<file path="src/rtl/srl_sra_iterative_pkg.sv">
// Shared constants and FSM state encoding for the iterative right shifter.
package srl_sra_iterative_pkg;

  localparam int unsigned DATA_W  = 32;
  localparam int unsigned STAGE_W = 5;
  localparam int unsigned AMT_W   = 32;

  typedef enum logic [1:0] {
    ST_IDLE  = 2'd0,
    ST_SHIFT = 2'd1,
    ST_DONE  = 2'd2
  } state_e;

endpackage

</file>
<file path="src/rtl/srl_sra_iterative_srl_stage.sv">
// One log-shifter stage: optionally shifts right by 2^stage, filling vacated MSBs with fill.
module srl_sra_iterative_srl_stage #(
  parameter int unsigned N     = 32,
  parameter int unsigned LOG2N = 5
) (
  input  logic [N-1:0]     data,
  input  logic [LOG2N-1:0] stage,
  input  logic             en,
  input  logic             fill,
  output logic [N-1:0]     result
);

  logic [2*N-1:0] ext;
  logic [2*N-1:0] shifted;

  always_comb begin
    ext     = {{N{fill}}, data};
    shifted = ext >> ((2*N)'(1) << stage);
    result  = en ? shifted[N-1:0] : data;
  end

endmodule

</file>
<file path="src/rtl/srl_sra_iterative.sv">
// Multi-cycle SRL/SRA: one shift stage per clock, valid/ready on both sides.
module srl_sra_iterative
  import srl_sra_iterative_pkg::*;
#(
  parameter int unsigned N     = DATA_W,
  parameter int unsigned LOG2N = STAGE_W
) (
  input  logic             clk,
  input  logic             rst_n,
  input  logic             in_valid,
  output logic             in_ready,
  input  logic [N-1:0]     X,
  input  logic [AMT_W-1:0] S,
  input  logic             arith,
  output logic             out_valid,
  input  logic             out_ready,
  output logic [N-1:0]     Z
);

  state_e           state_q, state_d;
  logic [LOG2N-1:0] cnt_q, cnt_d;
  logic [LOG2N-1:0] amt_q, amt_d;
  logic [N-1:0]     data_q, data_d;
  logic             fill_q, fill_d;
  logic             ovf_q, ovf_d;
  logic [N-1:0]     z_q, z_d;
  logic             in_ready_q, in_ready_d;
  logic             out_valid_q, out_valid_d;

  logic             stage_en;
  logic [N-1:0]     stage_out;

  assign stage_en = |(amt_q & (LOG2N'(1) << cnt_q));

  srl_sra_iterative_srl_stage #(
    .N     (N),
    .LOG2N (LOG2N)
  ) u_stage (
    .data   (data_q),
    .stage  (cnt_q),
    .en     (stage_en),
    .fill   (fill_q),
    .result (stage_out)
  );

  // State and datapath registers
  always_ff @(posedge clk or negedge rst_n) begin
    if (!rst_n) begin
      state_q     <= ST_IDLE;
      cnt_q       <= '0;
      amt_q       <= '0;
      data_q      <= '0;
      fill_q      <= 1'b0;
      ovf_q       <= 1'b0;
      z_q         <= '0;
      in_ready_q  <= 1'b1;
      out_valid_q <= 1'b0;
    end else begin
      state_q     <= state_d;
      cnt_q       <= cnt_d;
      amt_q       <= amt_d;
      data_q      <= data_d;
      fill_q      <= fill_d;
      ovf_q       <= ovf_d;
      z_q         <= z_d;
      in_ready_q  <= in_ready_d;
      out_valid_q <= out_valid_d;
    end
  end

  // Next-state and next-output logic
  always_comb begin
    state_d     = state_q;
    cnt_d       = cnt_q;
    amt_d       = amt_q;
    data_d      = data_q;
    fill_d      = fill_q;
    ovf_d       = ovf_q;
    z_d         = z_q;
    in_ready_d  = in_ready_q;
    out_valid_d = out_valid_q;

    unique case (state_q)
      ST_IDLE: begin
        if (in_valid) begin
          data_d     = X;
          amt_d      = S[LOG2N-1:0];
          fill_d     = arith & X[N-1];
          ovf_d      = |S[AMT_W-1:LOG2N];
          cnt_d      = '0;
          in_ready_d = 1'b0;
          state_d    = ST_SHIFT;
        end
      end
      ST_SHIFT: begin
        data_d = stage_out;
        cnt_d  = cnt_q + LOG2N'(1);
        if (cnt_q == LOG2N'(LOG2N - 1)) begin
          // Out-of-range amounts collapse to pure fill, latency unchanged
          z_d         = ovf_q ? {N{fill_q}} : stage_out;
          cnt_d       = '0;
          out_valid_d = 1'b1;
          state_d     = ST_DONE;
        end
      end
      ST_DONE: begin
        if (out_ready) begin
          out_valid_d = 1'b0;
          in_ready_d  = 1'b1;
          state_d     = ST_IDLE;
        end
      end
      default: begin
        state_d     = ST_IDLE;
        in_ready_d  = 1'b1;
        out_valid_d = 1'b0;
      end
    endcase
  end

  assign in_ready  = in_ready_q;
  assign out_valid = out_valid_q;
  assign Z         = z_q;

endmodule

</file>
<file path="config.mk">
export PLATFORM = sky130hd
export DESIGN_NAME = srl_sra_iterative
export DESIGN_NICKNAME = d
export VERILOG_FILES = /design/src/rtl/srl_sra_iterative_pkg.sv /design/src/rtl/srl_sra_iterative_srl_stage.sv /design/src/rtl/srl_sra_iterative.sv
export SDC_FILE = /design/constraint.sdc
export NUM_CORES = 1
export LEC_CHECK = 0
export ABC_AREA = 1
export CAP_MARGIN = 20
export CORE_UTILIZATION = 50
export DETAILED_ROUTE_END_ITERATION = 8
export HOLD_SLACK_MARGIN = 0.02
export PLACE_DENSITY = 0.76
export RECOVER_POWER = 25
export REMOVE_ABC_BUFFERS = 1
export SLEW_MARGIN = 15
export SYNTH_ARGS = -nofsm -noshare
export SYNTH_HDL_FRONTEND = slang
export SYNTH_SLANG_ARGS = --single-unit
</file>
<file path="constraint.sdc">
create_clock -name clk -period 4.9 [get_ports clk]
set_input_delay 1.47 -clock clk [delete_from_list [all_inputs] [get_ports clk]]
set_output_delay 1.47 -clock clk [all_outputs]
set_load 0.02 [all_outputs]
</file>
# [Word-level counts from Yosys, hierarchy flattened]
# Cells that the tools add are included.
[classes] add_sub_neg=1 n_mul=0 div=0 order_cmp=0 eq_ne=6 n_shift=3 mux=17 bitwise=4 n_reduce_logical=10
[op_table] operator="32-bit 2-to-1 mux" n=3
[op_table] operator="32-bit case mux with 2 select lines" n=1
[op_table] operator="1-bit by 5-bit left shift with 64-bit output, first input constant" n=1
[op_table] operator="64-bit by 64-bit right shift with 32-bit output" n=1
[op_table] operator="27-bit OR reduction" n=1
[op_table] operator="5-bit 2-to-1 mux" n=2
[op_table] operator="5-bit case mux with 2 select lines" n=1
[op_table] operator="3-bit AND reduction" n=3
[op_table] operator="2-bit 2-to-1 mux" n=3
[op_table] operator="2-bit != test, second input constant" n=3
[op_table] operator="1-bit case mux with 3 select lines" n=2
[op_table] operator="2-bit case mux with 3 select lines" n=1
[op_table] operator="2-bit AND reduction" n=3
[op_table] operator="5-bit by 1-bit adder with 5-bit output, second input constant" n=1
[op_table] operator="5-bit bitwise AND" n=1
[op_table] operator="5-bit by 3-bit == test with 1-bit output, second input constant" n=1
[op_table] operator="5-bit OR reduction" n=1
[op_table] operator="1-bit by 5-bit left shift with 5-bit output, first input constant" n=1
[op_table] operator="1-bit 2-to-1 mux" n=4
[op_table] operator="2-bit by 1-bit == test with 1-bit output, second input constant" n=1
[op_table] operator="2-bit == test, second input constant" n=1
[op_table] operator="2-bit zero test" n=1
[op_table] operator="1-bit NOT" n=2
[op_table] operator="2-bit nonzero test" n=1
[op_table] operator="1-bit bitwise AND" n=1
[word_totals] ff_bits=80 latch_bits=0 mem_bits_rw=0 rom_bits=0 out_inout_bits=34 elab_cells=50 mem_count=0

# [Longest topological paths before layout]
# Gate-level depths: netlist of run 1.
[logic_depth] depth_word=5 ltp_mapped=20 mapped_depth_nobuf=19

# [Cells and area by module]
# From an unflattened synthesis of run 1, not the netlist that was laid out.
[unflattened] cells_unflattened=1124 area_unflattened_um2=6721.4
[modules_own_cells] module="srl_sra_iterative" instances=1 cells_each=529 area_per_inst_um2=3932.5 seq_area_each_um2=2003.2
[modules_own_cells] module="srl_sra_iterative_srl_stage" instances=1 cells_each=595 area_per_inst_um2=2788.9 seq_area_each_um2=0.0

# [Worst setup path after synthesis of run 1]
# No wires, ideal clock.
[synth_path] kind="input to register" from="in in_valid" to="reg data_q[10]" setup_time_ps=69 t_arrival_ps=2402 t_required_ps=4831 setup_slack_ps=2429 path_stages=6 cell_sequence="nand2_1 > inv_1 > clkbuf_1 > clkbuf_1 > nand2_1 > nand3_1"
[synth_between] elab_chain_len=2
[synth_rtl] element="from (decl)" line_no="srl_sra_iterative.sv:10" source="input logic in_valid,"
[synth_rtl] element="2-bit != test (no line)"
[synth_rtl] element="2-bit AND reduction (no line)"
[synth_rtl] element="to (signal assigned)" line_no="srl_sra_iterative.sv:62" source="data_q <= data_d;"
[synth_rtl] element="to (decl)" line_no="srl_sra_iterative.sv:23" source="logic [N-1:0] data_q, data_d;"
# Every way passes these cells.
# A chain may end at the register's enable or synchronous reset.

==> results of run 1 <==
sequential cells by signal (all words and copies together) (netlist names):
| name | cells |
|---|---|
| cnt_q | 5 |
| out_valid | 1 |
| state_q | 2 |
| in_ready | 1 |
| data_q | 32 |
| amt_q | 5 |
| fill_q | 1 |
| Z | 32 |
| ovf_q | 1 |
worst reg2reg max path, stage by stage, from the launching register on:
cell and delay, ps:
dfrtp_1 460, ha_1 270, ha_1 200, nand2_1 70
buf_4 350, clkinv_1 690, nand2_1 760, nand2_1 150
nand2_1 90, nand2_1 70, nand2_1 70, nand2_1 50
nand2_1 80, nand2_1 50, a21boi_1 150
cell type report:
| cell class | instances | area (µm²) |
|---|---|---|
| clock buffer | 9 | 225 |
| clock inverter | 7 | 83.8 |
| fill | 1193 | 4510 |
| inverter | 58 | 218 |
| multi-input combinational | 795 | 3720 |
| sequential | 80 | 2000 |
| tap | 168 | 210 |
| timing repair buffer | 117 | 1140 |
layout by cell type, fill, tap and decap left out, drive strengths merged:
cell type      count
nand2            407
nand3            261
clkdlybuf4s50    101
dfrtp             79
inv               61
nand4             39
a21boi            30
buf               14
nor2              14
clkbuf            11
a21oi              9
nor4               6
ha                 6
nor3               6
o22ai              4
o21ai              4
o211ai             3
xor2               2
clkinv             2
a22oi              1
a31oi              1
o21bai             1
o21a               1
clkinvlp           1
bufinv             1
dfstp              1
routing by layer:
metal / wire, µm / vias up / GRT usage
li1: - / 3444 / -
met5: 0 / - / 0
met2: 9310 / 343 / 0.534
met3: 1760 / 47 / 0.0829
met4: 529 / 0 / 0.126
met1: 8930 / 3217 / 0.438
report_power, final:
part / internal (mW) / switching, mW
combinational: 1.66 / 3.22
sequential: 1.00 / 0.297
clock: 0.406 / 0.315
total: 3.07 / 3.83
how the worst max path moves through the flow:
stage          depth (start not counted)  slack (ps)                     to                    from
2_1_floorplan                          4        1020      Z[28]$_DFFE_PN0P_  state_q[1]$_DFFE_PN0P_
3_3_place_gp                           8        1450  data_q[3]$_DFFE_PN0P_                in_valid
3_5_place_dp                           8        1390  data_q[3]$_DFFE_PN0P_                in_valid
4_1_cts                               14        1410      Z[25]$_DFFE_PN0P_    cnt_q[0]$_DFFE_PN0P_
5_1_grt                                2         760       Z[4]$_DFFE_PN0P_                   rst_n
6_report                               2        1290       Z[4]$_DFFE_PN0P_                   rst_n
stage by stage:
step	utilization	area (µm²)
finish	0.628	7600
global route	0.628	7600
CTS	0.628	7600
detailed placement	0.602	7290
global placement	0.600	7270
floorplan	-	5930
kinds of logic after synthesis:
| logic type | after synthesis | share of synthesized area |
|---|---|---|
| compound gates | 54 | 0.0606 |
| xor+xnor | 2 | 0.00280 |
| buf+inv | 123 | 0.0871 |
| simple gates | 733 | 0.517 |
| fa+ha+maj | 6 | 0.0120 |
| flops | 80 | 0.320 |
==> metrics.md, run 1 <==
| Metric | Value |
|---|---|
| Final Setup Violations | 0 |
| CTS Root Cell | clkbuf_16 |
| Hold Path Depth | 2 |
| R2r endpoint | Z[25]$_DFFE_PN0P_ |
| First-pass GRT wire length | 33.7 mm |
| Ratio of cells with drive above 1 in the final layout | 0.0478 |
| Row count | 40 |
| CP bufs+invs | 2 |
| Layout Skew | 7.09 ps |
| Asr flop ratio synth | 1.00 |
| CP delay by family, top | buffers and inverters |
| Leakage power | 3.82 nW |
| CTS Sinks | 80 |
| Layout Cells excl Fill | 1234 |
| I/O Pins | 103 |
| Slew at the pin closest to its max-slew limit | 1900 ps |
| Yosys reg bits | 80 |
| Hold path endpoint | in_ready$_DFFE_PN1P_ |
| Vias after detailed routing | 7051 |
| Area grow syn2layout | 21.5% |
| Top FF cell, synth | dfrtp_1 |
| Share of Yosys cell area claimed by the top area cell type | 0.316 |
| Worst-Skew Late Latency | 360 ps |
| CP Cell Sequence | clkbuf_1 > clkbuf_2 |
| Average routed wire per standard cell | 16.6 µm |
| Post-synthesis cell area | 0.00626 mm² |
| # placed instances | 1217 |
| NumNets Final | 1136 |
| Most common cell in the netlist | nand2_1 |
| # hold bufs at CTS | 0 |
| CP Class | in2async |
| 1st-iter DRT viols | 757 |
| Die X | 114 µm |
| Grt ovf | 0 |
| Number of synthesized flops with an enable pin | 0 |
| Antenna Cells | 0 |
| Mapped Cells | 998 |
| Pre-antenna DRT Iters | 6 |
| CORE AREA | 0.0121 mm² |
| Pwr/cell area | 907 mW/mm² |
| Maxcap violations | 1 |
| Worst-path clk slew | 70 ps |
| DRC viols | 0 |
| Hold_sp | in_ready$_DFFE_PN1P_ |
| Worst flop-to-flop path startpoint | cnt_q[0]$_DFFE_PN0P_ |
| Die Area | 0.0130 mm² |
| Minimum clock period | 3610 ps |
| Depth of the CTS H-tree | 3 |
| Final period util | 0.736 |
| Starting Density | 0.517 |
| Unique masters post-synth | 33 |
| Reg2reg path depth | 14 |
| Worst hold slack | 488 ps |
| Chip height | 114 µm |
| Most frequent cells after synthesis | 404 x nand2_1, 260 x nand3_1, 79 x dfrtp_1 |
| Total Routing Usage GR | 0.334 |
| Estimated wirelength of the detail-placed design | 13.9 mm |
| CP Max Fanout | 46 |
| Number of global-route vias before repair | 6653 |
| Outcome | finished, violations left |
| Worst path arrival time | 3900 ps |
| Initial antenna violation count | 0 |
| Max_slew headroom | -0.264 |
| Fmax | 0.277 GHz |
| Seq/Total Area, Yosys | 0.320 |
| IO buf count | 102 |
| Largest net degree at the start of global routing | 81 |
| Post-DR vias/cell | 5.71 |
| RSZ-0062 raised after global routing | no |
| Fin. max-slew vios | 36 |
| CTS Buf Count | 9 |
| Slowest cell on the critical path | clkbuf_1 |
| CP peak stage delay | 1320 ps |
| Failing checks | max-capacitance violations, max-slew violations |
| YS warnings | 0 |
| Worst path required time | 5200 ps |
| Worst vdd ir | 0.418 mV |
| Post-CTS sizing | 0 |
| Critical path startpoint category | primary input |
| Post-synth top area cell | dfrtp_1 |
| Total Wirelength | 20.5 mm |
| Power, Total | 6.90 mW |
| Reg-to-reg slack, setup | 1310 ps |
| Area contributors post-synth | dfrtp_1 32%, nand2_1 24%, nand3_1 21% |
| CTS Buffer Depth | 2 |
| Placer Congestion | 1.01 |
| DP Worst Slack | 1390 ps |
| Hold Fails Final Rpt | 0 |
| Crit end category | asynchronous set/reset pin |
| Final TNS setup | 0 ps |
| Post-CTS Setup Bufs | 0 |
| Final setup margin | 1290 ps |
| CTS tree | done |
| Hold Path Class | reg2reg |
| Syn avg cell area | 6.27 µm² |
| Final ANT Viol Nets | 0 |
No activity file was read; power rests on OpenSTA's default activity.
==> run 2: changes to the inputs <==
- clock period: 4.9 -> 3.6 ns (I/O delays scaled with it)
==> metrics.md, run 2 (same netlist as run 1, synthesis figures left out) <==
| Metric | Value |
|---|---|
| Reg2reg path depth | 18 (+4) |
| Vias after detailed routing | 7030 (-0.30%) |
| Post-route design area | 0.00774 mm² (+1.8%) |
| Slew at the pin closest to its max-slew limit | 2180 ps (+286 ps) |
| Initial antenna violation count | 0 (unchanged) |
| Final setup margin | 589 ps (-704 ps) |
| Largest net degree at the start of global routing | 81 (unchanged) |
| Placer Congestion | 0.999 (-0.66%) |
| Total Routing Usage GR | 0.332 (-0.00241) |
| Post-CTS sizing | 0 (unchanged) |
| CP Cell Sequence | ha_1 > ha_1 > nor2_1 > nand2_1 > nand2_2 > buf_4 > nand4_1 > nand3_1 > nand3_1 > nand2_1 > nand2_1 > nand3_1 > nand2_1 > nand2_1 > nand2_1 > nand2_1 > nand2_1 > a21boi_1 |
| Starting Density | 0.517 (unchanged) |
| # hold bufs at CTS | 0 (unchanged) |
| Die X | 114 µm (unchanged) |
| Crit end category | register |
| Power, Total | 9.44 mW (+37%) |
| Minimum clock period | 3010 ps |
| Estimated wirelength of the detail-placed design | 14.6 mm (+4.6%) |
| Worst vdd ir | 0.475 mV (+14%) |
| 1st-iter DRT viols | 765 (+1.1%) |
| CTS tree | done |
| Fin util | 0.639 (+0.0115) |
| Commonest non-fill, non-tap cell in the layout | nand2_1 |
| Final period util | 0.836 |
| Fin. max-slew vios | 40 (+11%) |
| CTS Root Cell | clkbuf_16 |
| Max_slew headroom | -0.454 (-0.191) |
| Area grow syn2layout | 23.7% |
| CTS Sinks | 80 (unchanged) |
| Ratio of cells with drive above 1 in the final layout | 0.0602 (+0.0123) |
| Clock share of power | 0.099 (-0.005) |
| Hold Fails Final Rpt | 0 (unchanged) |
| Pre-antenna DRT Iters | 5 (-1) |
| Critical path startpoint category | register |
| Fmax | 0.332 GHz |
| DRC viols | 0 (unchanged) |
| Worst flop-to-flop path startpoint | cnt_q[0]$_DFFE_PN0P_ |
| CORE AREA | 0.0121 mm² (unchanged) |
| NumNets Final | 1150 (+1.2%) |
| Final TNS setup | 0 ps (unchanged) |
| Pwr/cell area | 1220 mW/mm² (+34%) |
| Worst hold slack | 479 ps (-9.25 ps) |
| Chip height | 114 µm (unchanged) |
| Outcome | finished, violations left |
| Comb power frac | 0.712 (+0.005) |
| Final ANT Viol Nets | 0 (unchanged) |
| Multi-input gate area | 0.00372 mm² (unchanged) |
| P_sw | 5.15 mW (+35%) |
| Failing checks | max-capacitance violations, max-slew violations |
| DP Area | 0.00742 mm² (+1.8%) |
| Maxcap violations | 1 (unchanged) |
| R2r endpoint | Z[20]$_DFFE_PN0P_ |
| Post-DR vias/cell | 5.63 (-1.4%) |
| CTS Buffer Depth | 2 (unchanged) |
| Net Sw Frac | 0.545 (-0.00932) |
| CP Max Fanout | 21 (-54%) |
| IO buf count | 102 (unchanged) |
| Slowest cell on the critical path | dfrtp_1 |
| CP Launch Point | cnt_q[0]$_DFFE_PN0P_ |
| Stages on the worst setup path | 18 (+16) |
| CP bufs+invs | 1 (-1) |
| RSZ-0062 raised after global routing | no |
| Number of global-route vias before repair | 6490 (-2.5%) |
| Worst path required time | 3880 ps (-1320 ps) |
| CP peak stage delay | 460 ps (-860 ps) |
| Layout Skew | 11.6 ps (+4.55 ps) |
| First-pass GRT wire length | 33.5 mm (-0.70%) |
| Fillcell total | 1137 (-4.7%) |
| Final Setup Violations | 0 (unchanged) |
| Total Wirelength | 20.5 mm (about the same) |
| Die Area | 0.0130 mm² (unchanged) |
| Depth of the CTS H-tree | 3 (unchanged) |
| Worst-path clk slew | 60 ps (about the same) |
| Internal power | 4.29 mW (+40%) |
| DP Worst Slack | 689 ps (-697 ps) |
| Reg-to-reg slack, setup | 590 ps (-720 ps) |
| Register Area | 0.00200 mm² (unchanged) |
| Leakage power | 3.90 nW (+2.0%) |
| CTS Buf Count | 9 (unchanged) |
| I/O Pins | 103 (unchanged) |
| Layout Cells excl Fill | 1248 (+1.1%) |
| Hold Path Class | reg2reg |
| # placed instances | 1231 (+1.2%) |
| Antenna Cells | 0 (unchanged) |
| CP Class | reg2reg |
| CP Capture Point | Z[20]$_DFFE_PN0P_ |
| Worst path arrival time | 3290 ps (-610 ps) |
| Most frequent cells in the layout | 404 x nand2_1, 260 x nand3_1, 101 x clkdlybuf4s50_1 |
| Grt ovf | 0 (unchanged) |
| Worst-Skew Late Latency | 360 ps (about the same) |
| Crit-path most repeated cell | nand2_1 |
| Row count | 40 (unchanged) |
| Average routed wire per standard cell | 16.5 µm (-1.0%) |
| Sequential share of power | 0.188 (about the same) |
| CP delay by family, top | simple AND/OR/NAND/NOR gates |
| Post-CTS Setup Bufs | 0 (unchanged) |
## run 2: cell count changes in the layout (fill, tap and decap cells not counted)
| cell | before | now |
|---|---|---|
| buf_4 | 13 | 25 |
| buf_12 | 0 | 3 |
| clkinv_4 | 0 | 2 |
| clkinv_2 | 0 | 1 |
| clkbuf_2 | 1 | 0 |
| inv_6 | 4 | 2 |
| inv_8 | 1 | 0 |
## run 2: final cells by class
| class | instances | share of cell area |
|---|---|---|
| clock inverters | 7 | 0.0100 |
| clock buffers | 9 | 0.0291 |
| multi-input cells | 795 | 0.480 |
| well taps | 168 | 0.0271 |
| inverters | 58 | 0.0281 |
| repair buffers | 131 | 0.167 |
| flip-flops and latches | 80 | 0.259 |
## run 2: worst reg2reg max path: cells and delay by family, from the launching register on
family / cells / cell delay [ps]
buf+inv: 1 / 310
fa+ha+maj: 2 / 480
flops: 1 / 460
simple gates: 14 / 1530
compound gates: 1 / 140
## run 2: power by group through the flow
stage,registers [mW],logic (mW),clock network [mW]
after floorplan,1.91,4.28,0
after global placement,1.77,6.58,0
after detailed placement,1.77,6.60,0
after CTS,1.77,6.63,0.952
after global routing,1.83,7.56,0.993
final,1.78,6.72,0.939
## run 2: layer usage
metal	vias to the layer above	GRT usage	share of wire
li1	3468	-	-
met1	3234	0.467	0.45
met2	294	0.521	0.45
met3	34	0.0563	0.075
met4	0	0.101	0.021
met5	-	0	0
## run 2: worst min path at each step
stage / from / depth (start not counted) / endpoint
after detailed placement: amt_q[2]$_DFFE_PN0P_ / 2 / amt_q[2]$_DFFE_PN0P_
after CTS: in_ready$_DFFE_PN1P_ / 2 / in_ready$_DFFE_PN1P_
final: in_ready$_DFFE_PN1P_ / 2 / in_ready$_DFFE_PN1P_
after global routing: in_ready$_DFFE_PN1P_ / 2 / in_ready$_DFFE_PN1P_
after floorplan: amt_q[0]$_DFFE_PN0P_ / 2 / amt_q[0]$_DFFE_PN0P_
after global placement: amt_q[0]$_DFFE_PN0P_ / 2 / amt_q[0]$_DFFE_PN0P_
==> run 3: changes to the inputs <==
- PLACE_DENSITY: 0.76 -> 0.79
- clock period: 3.6 -> 2.52 ns (I/O delays scaled with it)
==> metrics.md, run 3 (same netlist as run 1, synthesis figures left out) <==
| Metric | Value |
|---|---|
| Largest net degree at the start of global routing | 34 (-58%) |
| Average routed wire per standard cell | 17.9 µm (+8.6%) |
| Hold Path Class | reg2reg |
| 1st-iter DRT viols | 963 (+26%) |
| CTS Sinks | 80 (unchanged) |
| First-pass GRT wire length | 33.8 mm (+1.1%) |
| Initial antenna violation count | 0 (unchanged) |
| Placer Congestion | 0.973 (-2.6%) |
| CTS Buf Count | 9 (unchanged) |
| Outcome | finished, violations left |
| CTS Root Cell | clkbuf_16 |
| Maxcap violations | 1 (unchanged) |
| Crit-path most repeated cell | nand3_1 |
| Reg-to-reg slack, setup | -40 ps (-630 ps) |
| CTS tree | done |
| Commonest non-fill, non-tap cell in the layout | nand2_1 |
| Final Setup Violations | 10 (+10) |
| Hold path endpoint | amt_q[3]$_DFFE_PN0P_ |
| CP Cell Sequence | ha_4 > ha_4 > nor2_4 > nand2_4 > a21oi_4 > buf_12 > buf_12 > nand3_1 > nand3_1 > nand3_2 > nand3_2 > nand3_1 > nand3_1 > nand2_1 > nand2_1 > nand2_1 > a21boi_1 |
| Row count | 40 (unchanged) |
| Chip height | 114 µm (unchanged) |
| Total Routing Usage GR | 0.335 (+0.00332) |
| Hold Fails Final Rpt | 0 (unchanged) |
| Die Area | 0.0130 mm² (unchanged) |
| Worst-Skew Late Latency | 350 ps (about the same) |
| Worst path required time | 2800 ps (-1080 ps) |
| CP Class | reg2reg |
| Worst path arrival time | 2840 ps (-450 ps) |
| Grt ovf | 0 (unchanged) |
| Number of global-route vias before repair | 6747 (+4.0%) |
| Failing checks | max-capacitance violations, max-slew violations, negative setup slack |
| Pre-antenna DRT Iters | 5 (unchanged) |
| Most frequent cells in the layout | 377 x nand2_1, 180 x nand3_1, 101 x clkdlybuf4s50_1 |
| Final setup margin | -38.5 ps (-628 ps) |
| DRC viols | 0 (unchanged) |
| CP peak stage delay | 450 ps (about the same) |
| Slowest cell on the critical path | dfrtp_2 |
| Ratio of cells with drive above 1 in the final layout | 0.207 (+0.147) |
| Antenna Cells | 0 (unchanged) |
| DP Worst Slack | -17.1 ps (-706 ps) |
| Depth of the CTS H-tree | 3 (unchanged) |
| Fin. max-slew vios | 30 (-25%) |
| I/O Pins | 103 (unchanged) |
| Estimated wirelength of the detail-placed design | 15.5 mm (+6.2%) |
| Die X | 114 µm (unchanged) |
| Reg2reg path depth | 17 (-1) |
| Crit end category | register |
| Worst flop-to-flop path startpoint | cnt_q[0]$_DFFE_PN0P_ |
| CP Max Fanout | 7 (-67%) |
| Minimum clock period | 2560 ps (-452 ps) |
| Final ANT Viol Nets | 0 (unchanged) |
| Final period util | 1.02 (+0.179) |
| Vias after detailed routing | 7594 (+8.0%) |
| RSZ-0062 raised after global routing | yes |
| Layout Skew | 6.10 ps (-5.54 ps) |
| Fmax | 0.391 GHz (+18%) |
| NumNets Final | 1194 (+3.8%) |
| Hold_sp | amt_q[3]$_DFFE_PN0P_ |
| # hold bufs at CTS | 0 (unchanged) |
| Worst-path clk slew | 60 ps (about the same) |
| Total Wirelength | 23.1 mm (+12%) |
| Slew at the pin closest to its max-slew limit | 1550 ps (-630 ps) |
| IO buf count | 102 (unchanged) |
| CORE AREA | 0.0121 mm² (unchanged) |
| Worst hold slack | 483 ps (+4.12 ps) |
| R2r endpoint | Z[5]$_DFFE_PN0P_ |
| Starting Density | 0.517 (unchanged) |
| Critical path startpoint category | register |
| Hold Path Depth | 2 (unchanged) |
| Area grow syn2layout | 43.8% |
| CTS Buffer Depth | 2 (unchanged) |
| Post-DR vias/cell | 5.88 (+4.4%) |
| Max_slew headroom | -0.0342 (+0.420) |
run 3: worst max-delay path, delay by kind of cell, from the launching register on:
family | cells | cell delay (ps)
adder cells (fa/ha/maj) | 2 | 340
buffers and inverters | 2 | 290
flip-flops | 1 | 450
AO/OA/AOI/OAI | 2 | 330
AND/OR/NAND/NOR | 11 | 1060
run 3: final cells by class:
type	instances	area, µm²
Multi-Input combinational cell	795	4350
Fill cell	972	3110
Sequential cell	80	2010
Timing Repair Buffer	175	1880
Clock buffer	10	229
Inverter	58	223
Tap cell	168	210
Clock inverter	5	106
run 3: worst max-delay path by stage:
stage                                       from           endpoint  slack, ps
after global placement      cnt_q[1]$_DFFE_PN0P_   Z[5]$_DFFE_PN0P_         30
after CTS                   cnt_q[1]$_DFFE_PN0P_   Z[6]$_DFFE_PN0P_        -20
after global routing        cnt_q[0]$_DFFE_PN0P_   Z[5]$_DFFE_PN0P_       -220
after detailed placement    cnt_q[1]$_DFFE_PN0P_  Z[29]$_DFFE_PN0P_        -20
final                       cnt_q[0]$_DFFE_PN0P_   Z[5]$_DFFE_PN0P_        -40
after floorplan           state_q[1]$_DFFE_PN0P_  Z[28]$_DFFE_PN0P_      -1360
run 3: timing repair:
item                       CTS  global route
setup endpoints to repair   10            64
pin swaps                    1            68
hold endpoints to repair     0             0
setup buffers                0             4
gates cloned                 0             7
gates resized for setup      5           157
run 3: layer usage:
metal | vias up | GRT usage | share of wire
li1 | 3564 | - | -
met1 | 3510 | 0.448 | 0.41
met2 | 458 | 0.542 | 0.46
met3 | 62 | 0.0744 | 0.10
met4 | 0 | 0.102 | 0.029
met5 | - | 0 | 0
run 3: stage by stage:
stage                     std cells   util  instance area [µm²]  setup TNS (ps)
final                          1291  0.743                 9000            -197
after detailed placement       1265  0.641                 7760           -38.6
after global routing           1291  0.743                 9000           -4620
after CTS                      1280  0.670                 8120           -23.7
after global placement         1265  0.641                 7760               0
after floorplan                 933      -                 5930          -62720
Power of run 3 is not shown: default switching activity piles up to over one toggle a cycle in this logic, so the estimate is an artifact.
==> RTL change: new RTL, flow settings as in run 3 <==
Encoding of `state_e`: now one-hot (3 bits for 3 states).
--- a/src/rtl/srl_sra_iterative_pkg.sv
+++ b/src/rtl/srl_sra_iterative_pkg.sv
@@ -7,6 +7,6 @@
 
-  typedef enum logic [1:0] {
-    ST_IDLE  = 2'd0,
-    ST_SHIFT = 2'd1,
-    ST_DONE  = 2'd2
+  typedef enum logic [2:0] {
+    ST_IDLE  = 3'b001,
+    ST_SHIFT = 3'b010,
+    ST_DONE  = 3'b100
   } state_e;
Check against the original RTL: no difference found for any inputs over 4 cycles, from zero or initial values and one cycle with rst_n low; so few cycles prove little.
==> RTL change against run 3 <==
The run ends with negative setup slack left. Routed wire length is 5.0% lower. Utilization is 0.72 points lower. Via count is 0.40% lower. Design area shrank 2.2%. Area after synthesis is 2.3% lower. Worst setup slack worse by 0.18 ns. Sequential cell count rose by 1. Critical endpoint unchanged.
==> RTL change: results (changes against run 3) <==
- Critical Path Max Stage Delay: 0.46 ns
- Bufs w/o clock: 176 (+0.57%)
- Inverters: 37 (-36%)
- Hold path cells: 2 (unchanged)
- Placer congestion estimate: 0.9911 (+1.9%)
- Post-synthesis sequential area ratio: 33.17% (+1.2 points)
- PnR worst setup slack: -0.2139 ns (-0.1754 ns)
- Port Buf Inserts: 102 (unchanged)
- Top cells by area, synth: dfrtp_1, nand2_1, nand3_1, nand4_1, a21oi_1
- Clk_skew: 0.005933 ns (-0.0001699 ns)
- Largest net degree at the start of global routing: 43 (+26%)
- Synth Area in Compound Gates: 6.646% (+0.59 points)
- Hold Path Sink: amt_q[0]
- Sink Count: 81 (+1.3%)
- Worst setup path end: Z[5]
- Crit path launch: cnt_q[0]
- Xor-xnor portion of the synthesized cell area: 0.2863% (+0.0065 points)
- Commonest cells in the netlist: nand2_1, nand3_1, dfrtp_1
- Final cell count without fillers: 1255 (-2.8%)
- Hold path start: amt_q[0]
- Via/cell ratio: 6.027 (+2.5%)
- Top-area cell type share of the netlist area: 32.31% (+0.73 points)
- Seq/total area: 23.08% (+0.80 points)
- First-pass GRT wire length: 36580 um (+8.1%)
- Reg2reg path depth: 21 (+4)
- Multi-input gates: 798 (+0.38%)
- Distinct cell type count after synthesis: 31 (-6.1%)
- First-pass iteration count of the detailed router: 6 (+1)
- Vias in the first global route: 7356 (+9.0%)
- Final setup fails: 64 (+54)
- Layout cell share with drive strength beyond 1: 22.20% (+1.5 points)
- Count of clock buffers in the final design: 11 (+1)
- Dpl cell area: 0.007679 mm^2 (-1.0%)
- ClkCell Share: 3.553% (-0.17 points)
- Crit path max fanout: 8 (+1)
- Synth Instances: 982 (-1.6%)
- Failing checks: negative setup slack
- Status: finished with violations
- Synth Area in Adders: 1.227% (+0.028 points)
- DRT Wirelength: 21910 um (-5.0%)
- Total global-route track usage: 36.23% (+2.7 points)
- Worst Tran Pin Value: 1.114 ns (-0.4372 ns)
- Fraction of area in multi-input gates: 47.90% (-0.38 points)
- Mux cell area share after synthesis: 0% (unchanged)
- Signal buf overhead: 21.72% (+0.81 points)
- Async SR Flop Fraction: 100.0% (unchanged)
- Cell Count Post-Placement: 1226 (-3.1%)
- DP HPWL: 15170 um (-2.0%)
- DR iter-0 viols: 790 (-18%)
==> RTL change: cell types whose count changed after synthesis, sizes merged, moves of 3 or more <==
| cell | run 3 | this run |
|---|---|---|
| nor2 | 14 | 48 |
| a21boi | 30 | 0 |
| a21oi | 9 | 38 |
| nand2 | 407 | 379 |
| nand3 | 261 | 233 |
| inv | 56 | 36 |
| o21ai | 4 | 22 |
| clkbuf | 23 | 31 |
| buf | 42 | 35 |
| nand4 | 39 | 45 |
| o211ai | 3 | 6 |
==> RTL change: metal layers <==
layer  track usage (%)  part of all wire [%]  up-vias
li1                  -                     -     3545
met1             47.67                    43     3616
met2             59.51                    47      343
met3             6.156                   6.8       60
met4             14.04                   2.9        0
met5                 0                     0        -
==> RTL change: timing repair <==
| action | CTS | global route |
|---|---|---|
| buffers inserted | 4 | 3 |
| gates resized for setup | 85 | 67 |
| setup endpoints to repair | 63 | 64 |
| gates cloned | 6 | 0 |
| pin swaps | 27 | 31 |
==> RTL change: through the flow <==
step | hold slack (ns) | util, % | setup TNS (ns) | worst slack, ns | power (uW)
final | 0.4801 | 73.60 | -7.715 | -0.2139 | 13360
after global routing | 0.4980 | 73.60 | -19.54 | -0.3768 | 14510
after CTS | 0.4065 | 71.40 | -4.593 | -0.1442 | 12670
after detailed placement | 0.4604 | 64.19 | -4.239 | -0.1937 | 10690
after global placement | 0.4603 | 64.19 | -1.972 | -0.1354 | 10620
after floorplan | 0.4436 | - | -147.97 | -2.719 | 7586
==> RTL change: where the power goes <==
part,internal (uW),switching (uW),total (uW)
registers,1860,466,2330
clock network,867,557,1420
logic,3630,5970,9610
==> RTL change: cells by family after synthesis <==
logic type,count (synthesis)
AOI/OAI and AO/OA,72
buffers and inverters,103
adders and majority gates,6
DFF,81
and+or+nand+nor,718
xor gates and xnor gates,2
